--- src/rtl/probe_pkg.sv ---
// Shared encodings for the LED debug probe: display modes, flag bit
// positions, freeze FSM states and the index-width helper.
package probe_pkg;

    localparam logic [1:0] MODE_BYTE  = 2'd0;
    localparam logic [1:0] MODE_FLAGS = 2'd1;
    localparam logic [1:0] MODE_SCAN  = 2'd2;

    localparam int ZF_BIT = 0;
    localparam int OF_BIT = 1;

    typedef enum logic {
        ST_LIVE,
        ST_FROZEN
    } frz_state_e;

    // Select fields stay at least one bit wide even for a single entry.
    function automatic int idx_w(input int n);
        return (n > 1) ? $clog2(n) : 1;
    endfunction

endpackage

--- src/rtl/probe_slice_sel.sv ---
// Combinational byte-slice extractor; an index past the last slice yields zero.
module probe_slice_sel
    import probe_pkg::*;
#(
    parameter  int DATA_W = 32,
    parameter  int LED_W  = 8,
    localparam int NB     = DATA_W / LED_W,
    localparam int IDX_W  = idx_w(NB)
) (
    input  logic [DATA_W-1:0] data_i,
    input  logic [IDX_W-1:0]  idx_i,
    output logic [LED_W-1:0]  slice_o
);

    always_comb begin
        slice_o = '0;
        for (int b = 0; b < NB; b++) begin
            if (idx_i == IDX_W'(b)) slice_o = data_i[b*LED_W +: LED_W];
        end
    end

endmodule

--- src/rtl/led_probe_mux.sv ---
// LED debug probe: manual byte, flags or auto-scanned byte view of one of
// N_CH datapath channels, with a freeze snapshot. LED output is registered.
module led_probe_mux
    import probe_pkg::*;
#(
    parameter  int DATA_W   = 32,
    parameter  int LED_W    = 8,
    parameter  int N_CH     = 4,
    parameter  int SCAN_DIV = 24,
    localparam int NB       = DATA_W / LED_W,
    localparam int CH_W     = idx_w(N_CH),
    localparam int BYTE_W   = idx_w(NB)
) (
    input  logic                   CLK,
    input  logic                   RST,
    input  logic [N_CH*DATA_W-1:0] ch_data,
    input  logic [N_CH*2-1:0]      ch_flags,
    input  logic [CH_W-1:0]        sel_ch,
    input  logic [BYTE_W-1:0]      sel_byte,
    input  logic [1:0]             mode,
    input  logic                   freeze_pulse,
    output logic [LED_W-1:0]       LED,
    output logic [BYTE_W-1:0]      scan_idx,
    output logic                   frozen
);

    frz_state_e          state_q, state_d;
    logic [DATA_W-1:0]   shadow_data_q, shadow_data_d;
    logic [1:0]          shadow_flags_q, shadow_flags_d;
    logic [SCAN_DIV-1:0] presc_q, presc_d;
    logic [BYTE_W-1:0]   scan_idx_q, scan_idx_d;
    logic                scan_act_q, scan_act_d;
    logic [LED_W-1:0]    led_q, led_d;

    logic [DATA_W-1:0]   live_data, src_data;
    logic [1:0]          live_flags, src_flags;
    logic [LED_W-1:0]    man_slice, scan_slice;

    // An out-of-range channel reads as zero, so a freeze on it captures zeros.
    always_comb begin
        live_data  = '0;
        live_flags = '0;
        for (int c = 0; c < N_CH; c++) begin
            if (sel_ch == CH_W'(c)) begin
                live_data  = ch_data[c*DATA_W +: DATA_W];
                live_flags = ch_flags[c*2 +: 2];
            end
        end
    end

    always_comb begin
        state_d        = state_q;
        shadow_data_d  = shadow_data_q;
        shadow_flags_d = shadow_flags_q;
        if (freeze_pulse) begin
            case (state_q)
                ST_LIVE: begin
                    state_d        = ST_FROZEN;
                    shadow_data_d  = live_data;
                    shadow_flags_d = live_flags;
                end
                ST_FROZEN: state_d = ST_LIVE;
            endcase
        end
    end

    assign frozen    = (state_q == ST_FROZEN);
    assign src_data  = frozen ? shadow_data_q  : live_data;
    assign src_flags = frozen ? shadow_flags_q : live_flags;

    // The entry cycle only arms the scan; counting starts on the next cycle.
    always_comb begin
        scan_act_d = (mode == MODE_SCAN);
        presc_d    = '0;
        scan_idx_d = '0;
        if (mode == MODE_SCAN && scan_act_q) begin
            presc_d    = presc_q + SCAN_DIV'(1);
            scan_idx_d = scan_idx_q;
            if (presc_q == '1) begin
                scan_idx_d = (scan_idx_q == BYTE_W'(NB - 1)) ? '0
                                                             : scan_idx_q + BYTE_W'(1);
            end
        end
    end

    probe_slice_sel #(.DATA_W(DATA_W), .LED_W(LED_W)) u_man_sel (
        .data_i  (src_data),
        .idx_i   (sel_byte),
        .slice_o (man_slice)
    );

    probe_slice_sel #(.DATA_W(DATA_W), .LED_W(LED_W)) u_scan_sel (
        .data_i  (src_data),
        .idx_i   (scan_idx_q),
        .slice_o (scan_slice)
    );

    always_comb begin
        led_d = '0;
        case (mode)
            MODE_BYTE: led_d = man_slice;
            MODE_SCAN: led_d = scan_slice;
            default: begin
                led_d[ZF_BIT] = src_flags[ZF_BIT];
                led_d[OF_BIT] = src_flags[OF_BIT];
            end
        endcase
    end

    always_ff @(posedge CLK) begin
        if (!RST) begin
            state_q        <= ST_LIVE;
            shadow_data_q  <= '0;
            shadow_flags_q <= '0;
            presc_q        <= '0;
            scan_idx_q     <= '0;
            scan_act_q     <= 1'b0;
            led_q          <= '0;
        end else begin
            state_q        <= state_d;
            shadow_data_q  <= shadow_data_d;
            shadow_flags_q <= shadow_flags_d;
            presc_q        <= presc_d;
            scan_idx_q     <= scan_idx_d;
            scan_act_q     <= scan_act_d;
            led_q          <= led_d;
        end
    end

    assign LED      = led_q;
    assign scan_idx = scan_idx_q;

endmodule

--- config.mk ---
export PLATFORM = sky130hd
export DESIGN_NAME = led_probe_mux
export DESIGN_NICKNAME = d
export VERILOG_FILES = /design/src/rtl/probe_pkg.sv /design/src/rtl/probe_slice_sel.sv /design/src/rtl/led_probe_mux.sv
export SDC_FILE = /design/constraint.sdc
export NUM_CORES = 1
export LEC_CHECK = 0
export CORE_MARGIN = 2
export CORE_UTILIZATION = 42
export CTS_BUF_LIST = sky130_fd_sc_hd__clkbuf_4
export DETAILED_ROUTE_END_ITERATION = 8
export MAX_ROUTING_LAYER = met4
export PLACE_DENSITY = 0.75
export SLEW_MARGIN = 10
export SYNTH_ARGS = -nofsm -noshare
export SYNTH_HDL_FRONTEND = slang
export SYNTH_SLANG_ARGS = --single-unit
--- constraint.sdc ---
create_clock -name CLK -period 3.8 [get_ports CLK]
set_clock_uncertainty 0.2 [all_clocks]
set_input_delay 0.38 -clock CLK [delete_from_list [all_inputs] [get_ports CLK]]
set_output_delay 0.38 -clock CLK [all_outputs]
set_load 0.01 [all_outputs]
# Word-level counts from Yosys, hierarchy flattened

Index checks and enable logic that the tools add are counted.

Bits in registers: 70
Input port bits: 145

$add $sub $neg: 2
Equal/unequal tests: 11
Muxes and demuxes: 22
Bitwise operators: 1
Reductions and logical operators: 6

Operators with widths:

| kind                                                 | number |
|---|---|
| two-way mux 32 bit                                   | 5 |
| two-way mux 8 bit                                    | 8 |
| adder 24 x 1 -> 24 bit (second input constant)       | 1 |
| equality test 24 bit (second input constant)         | 1 |
| equality test 2 bit (second input constant)          | 7 |
| two-way mux 2 bit                                    | 6 |
| one-hot mux 6 bit (2 select lines)                   | 1 |
| zero test 2 bit                                      | 4 |
| equality test 2 x 1 -> 1 bit (second input constant) | 3 |
| one-hot mux 2 bit (2 select lines)                   | 1 |
| adder 2 x 1 -> 2 bit (second input constant)         | 1 |
| one-hot mux 1 bit (2 select lines)                   | 1 |
| AND reduction 2 bit                                  | 1 |
| logical AND 1 bit                                    | 1 |
| NOT 1 bit                                            | 1 |

# Longest topological paths before layout

Depth after elaboration: 11
Depth in mapped cells: 8
Mapped depth without buffers: 7

# By module

A second synthesis with hierarchy kept.

Cell total of the unflattened synthesis: 423
Area, all modules: 4389.2 um^2

By module, submodules not included:

| module          | times used | cells an instance | area an instance (um^2) | seq. area each (um^2) |
|---|---|---|---|---|
| led_probe_mux   | 1          | 403               | 3996.3                  | 1401.3 |
| probe_slice_sel | 2          | 10                | 196.4                   | 0.0 |

# Worst setup path before layout

Ideal clock, no wire load.

Path kind: input port to flip-flop
From: in sel_ch[1]
To: reg led_q[2] (netlist: LED[2])
Setup time: 0.119 ns
Data arrival time: 2.088 ns
Data required time: 3.481 ns
Setup slack: 1.393 ns
Cell stages on the path: 6
Path buffers: 2
Cells stage by stage: clkbuf_1 -> clkbuf_1 -> mux4_2 -> mux4_2 -> a211oi_1 -> nand2_1

Word-level cells in the longest chain between the ends: 11
Elaborated cells between the ends (all ways): 18

Ends and longest elaborated chain:

| item                                   | RTL line              | source |
|---|---|---|
| from (decl)                            | led_probe_mux.sv:18   | `input logic [CH_W-1:0] sel_ch,` |
| zero test 2 bit                        | led_probe_mux.sv:44   | `if (sel_ch == CH_W'(c)) begin` |
| two-way mux 32 bit (3 in a row)        | led_probe_mux.sv:44   |  |
| two-way mux 32 bit (*)                 | led_probe_mux.sv:44   |  |
| two-way mux 32 bit (*)                 | n/a                   |  |
| two-way mux 8 bit (4 in a row)         | probe_slice_sel.sv:18 | `if (idx_i == IDX_W'(b)) slice_o = data_i[b*LED_W +: LED_W];` |
| one-hot mux 6 bit (2 select lines) (*) | led_probe_mux.sv:100  | `case (mode)` |
| to (signal assigned)                   | led_probe_mux.sv:126  | `led_q <= led_d;` |
| to (decl)                              | led_probe_mux.sv:33   | `logic [LED_W-1:0] led_q, led_d;` |

Mark *: on every way between the ends. The rest lies on a longest branch, timed or not.
A chain may end at the register's enable or synchronous reset.

# Worst setup path in the final report

From: reg state_q (netlist: frozen)
To: reg led_q[3] (netlist: LED[3])

Word-level cells in the longest chain between the ends: 6
Elaborated cells between the ends (all ways): 10

Ends and longest elaborated chain:

| item                                   | RTL line              | source |
|---|---|---|
| from (decl)                            | led_probe_mux.sv:27   | `frz_state_e state_q, state_d;` |
| from (signal assigned)                 | led_probe_mux.sv:120  | `state_q <= state_d;` |
| two-way mux 32 bit (*)                 | n/a                   |  |
| two-way mux 8 bit (4 in a row)         | probe_slice_sel.sv:18 |  |
| one-hot mux 6 bit (2 select lines) (*) | led_probe_mux.sv:100  |  |

Marked as above.

==> results.yml <==
clocking:
  cts.htree.levels: 3
  cts_tree: "done"
  ctsResizeCount: 0
  cts-root-buf: "clkbuf_4"
  clock_tree.buffer_depth: 2
  clock_latency_ns: 0.41
  clock-sinks: 70
  cts_hold_buf: 0
  postCtsSetupBuffers: 0
  numCtsBuffers: 9
  clk_pin_slew_worst_paths_ns: 0.10
timing:
  grt_setup_unrepaired: "no"
  fin_setup_tns_ns: 0
  min_period_ns: 2.62
  setup_slack_ns: 1.18
  hold_viol: 0
  slew_violations: 0
  fin_crit_sh: 0.690
  tightest_slew_ns: 0.702
  setup_viol: 0
  whs_ns: 0.279
  fmax_ghz: 0.381
  relSlewSlack: 0.532
route:
  met3_length_um: 786
  highest-signal-layer: "met4"
  antenna_left: 0
  met2_length_mm: 6.86
  drt-total-wl_mm: 12.9
  routed_via_density: 5.72
  first_pass_iters: 4
  drtIter0Drc: 276
  met1_length_mm: 5.10
  drc: 0
  vias: 4295
  post_drt_wl_per_cell_um: 17.2
place:
  placed_area_mm2: 0.00618
  port_buffers: 155
  dpl.hpwl_mm: 10.0
  dp_cells: 737
  place_congestion: 0.833
  pre_cts_ws_ns: 0.887
die:
  io_pins: 156
  rows: 38
  die_width_um: 108
  fp.coreArea_mm2: 0.0107
  dieHeight_um: 108
  initial_core_util: 0.427
  die-area_mm2: 0.0117
setup_path:
  cpPeakStageDelay_ns: 0.79
  r2r_start: "frozen$_SDFFE_PN0P_"
  worst-path-buf-inv: 2
  path_delay_family: "buffers and inverters"
  path_class: "reg2reg"
  end_kind: "register"
  cp_slowest_cell: "dfxtp_1"
  r2r_slack_ns: 1.18
  cp.arrival_ns: 2.70
  crit_fanout: 25
  worst-r2r-cell-count: 5
  required_ns: 3.88
  crit_chain: "inv_2 > buf_4 > mux4_2 > a211oi_1 > nand2_1"
  startpoint: "frozen$_SDFFE_PN0P_"
  reg2reg_to: "LED[3]$_SDFF_PN0_"
  startpoint_type: "register"
  path_depth: 5
worst_hold_path:
  hold-path-cell-count: 2
  hp-class: "reg2reg"
  hold-path-endpoint: "shadow_flags_q[1]$_SDFFE_PN0P_"
  min_from: "shadow_flags_q[1]$_SDFFE_PN0P_"
synthesis:
  ys_seq_area_frac: 0.307
  synth_most_common_cell: "nand2_1"
  yosysWarnings: 0
  synth_cell_types: 48
  syn-cell-area_mm2: 0.00456
  synth_edf_count: 0
  netlist_instances: 469
  ys_dominant_reg_cell: "dfxtp_1"
  synth.avg_cell_area_um2: 9.73
  synth-seq-cells: 70
  synthTopCellsByCount: "nand2_1 (108), dfxtp_1 (70), mux4_2 (44)"
  synth_top_area_share: 0.307
  synth_area_leaders: "dfxtp_1 (31%), mux4_2 (22%), nand2_1 (8.9%)"
  synth_top_area_cell: "dfxtp_1"
  synth_nets: 619
  synthArstFlopShare: 0
flow_run:
  maxCapViolations: 0
pwr:
  ir_worst_vdd_v: 0.000139
  total_power_mw: 1.71
  p_leak_nw: 2.35
  p_per_area_mw_per_mm2: 272
layout:
  drive_above_1_share: 0.115
  antennaDiodeCount: 0
  syn_to_final_growth_pct: 38.1
  utilization: 0.589
  nets: 758
  fin_cells: 751
  final_area_mm2: 0.00630
  nFillCells: 931
global_route:
  overflow: 0
  grt_antenna_before_repair: 0
  grt_pass1_vias: 4293
  grt_pass1_wl_mm: 20.1
  grt_use_total: 0.229
  grt_max_degree: 36
status:
  outcome: "finished, final reports clean"
[logic make-up (layout without fill, tap and decap cells)]
family	after synthesis	in the layout	share of synthesized area
AO/OA/AOI/OAI	78	78	0.124
XOR/XNOR	17	17	0.0326
adder cells (fa/ha/maj)	5	5	0.0137
buffers and inverters	41	183	0.0422
flip-flops	70	70	0.307
multiplexers	78	78	0.303
AND/OR/NAND/NOR	180	180	0.177
[power by group]
group | total [mW] | switching (mW) | internal, mW | leakage, nW
registers | 0.796 | 0.0279 | 0.768 | 0.571
clock network | 0.451 | 0.247 | 0.205 | 0.0679
logic | 0.468 | 0.177 | 0.291 | 1.72
total | 1.71 | 0.451 | 1.26 | 2.35
[cell usage in the layout, fill, tap and decap left out, drive strengths merged, types with 6 or more instances in the layout]
master	n
nor2	24
buf	10
mux4	47
a21oi	6
xor2	13
nand2	108
nand4	8
dfxtp	70
nand3	13
clkbuf	11
o22ai	11
clkdlybuf4s50	154
a21boi	34
mux2i	30
[state kept, by name (all words and copies together), names as in the netlist]
name,count
LED,8
frozen,1
presc_q,24
scan_act_q,1
scan_idx,2
shadow_data_q,32
shadow_flags_q,2
[cell type report]
| cell class | instances | area [µm²] | share of cell area |
|---|---|---|---|
| multi-input combinational | 358 | 2970 | 0.472 |
| timing repair buffer | 164 | 1610 | 0.256 |
| sequential | 70 | 1400 | 0.222 |
| tap | 140 | 175 | 0.0278 |
| clock buffer | 11 | 82.6 | 0.0131 |
| clock inverter | 3 | 37.5 | 0.00596 |
| inverter | 5 | 18.8 | 0.00298 |
[how the worst max path moves through the flow]
stage / endpoint / slack [ns]
2_1_floorplan: LED[2]$_SDFF_PN0_ / 1.39
3_3_place_gp: LED[0]$_SDFF_PN0_ / 0.94
3_5_place_dp: LED[0]$_SDFF_PN0_ / 0.89
4_1_cts: shadow_data_q[26]$_SDFFE_PN0P_ / 1.22
5_1_grt: shadow_data_q[21]$_SDFFE_PN0P_ / 1.01
6_report: LED[3]$_SDFF_PN0_ / 1.18
[worst reg2reg max path, stage by stage (launching register included)]
cell	delay (ns)
dfxtp_1	0.79
inv_2	0.43
buf_4	0.38
mux4_2	0.35
a211oi_1	0.24
nand2_1	0.11
[layer usage]
| layer | vias to the layer above | track usage |
|---|---|---|
| met5 | - | - |
| met2 | 200 | 0.404 |
| met1 | 2056 | 0.263 |
| met4 | 0 | 0.0687 |
| li1 | 2023 | - |
| met3 | 16 | 0.0428 |
No activity file was read; power rests on OpenSTA's default activity.
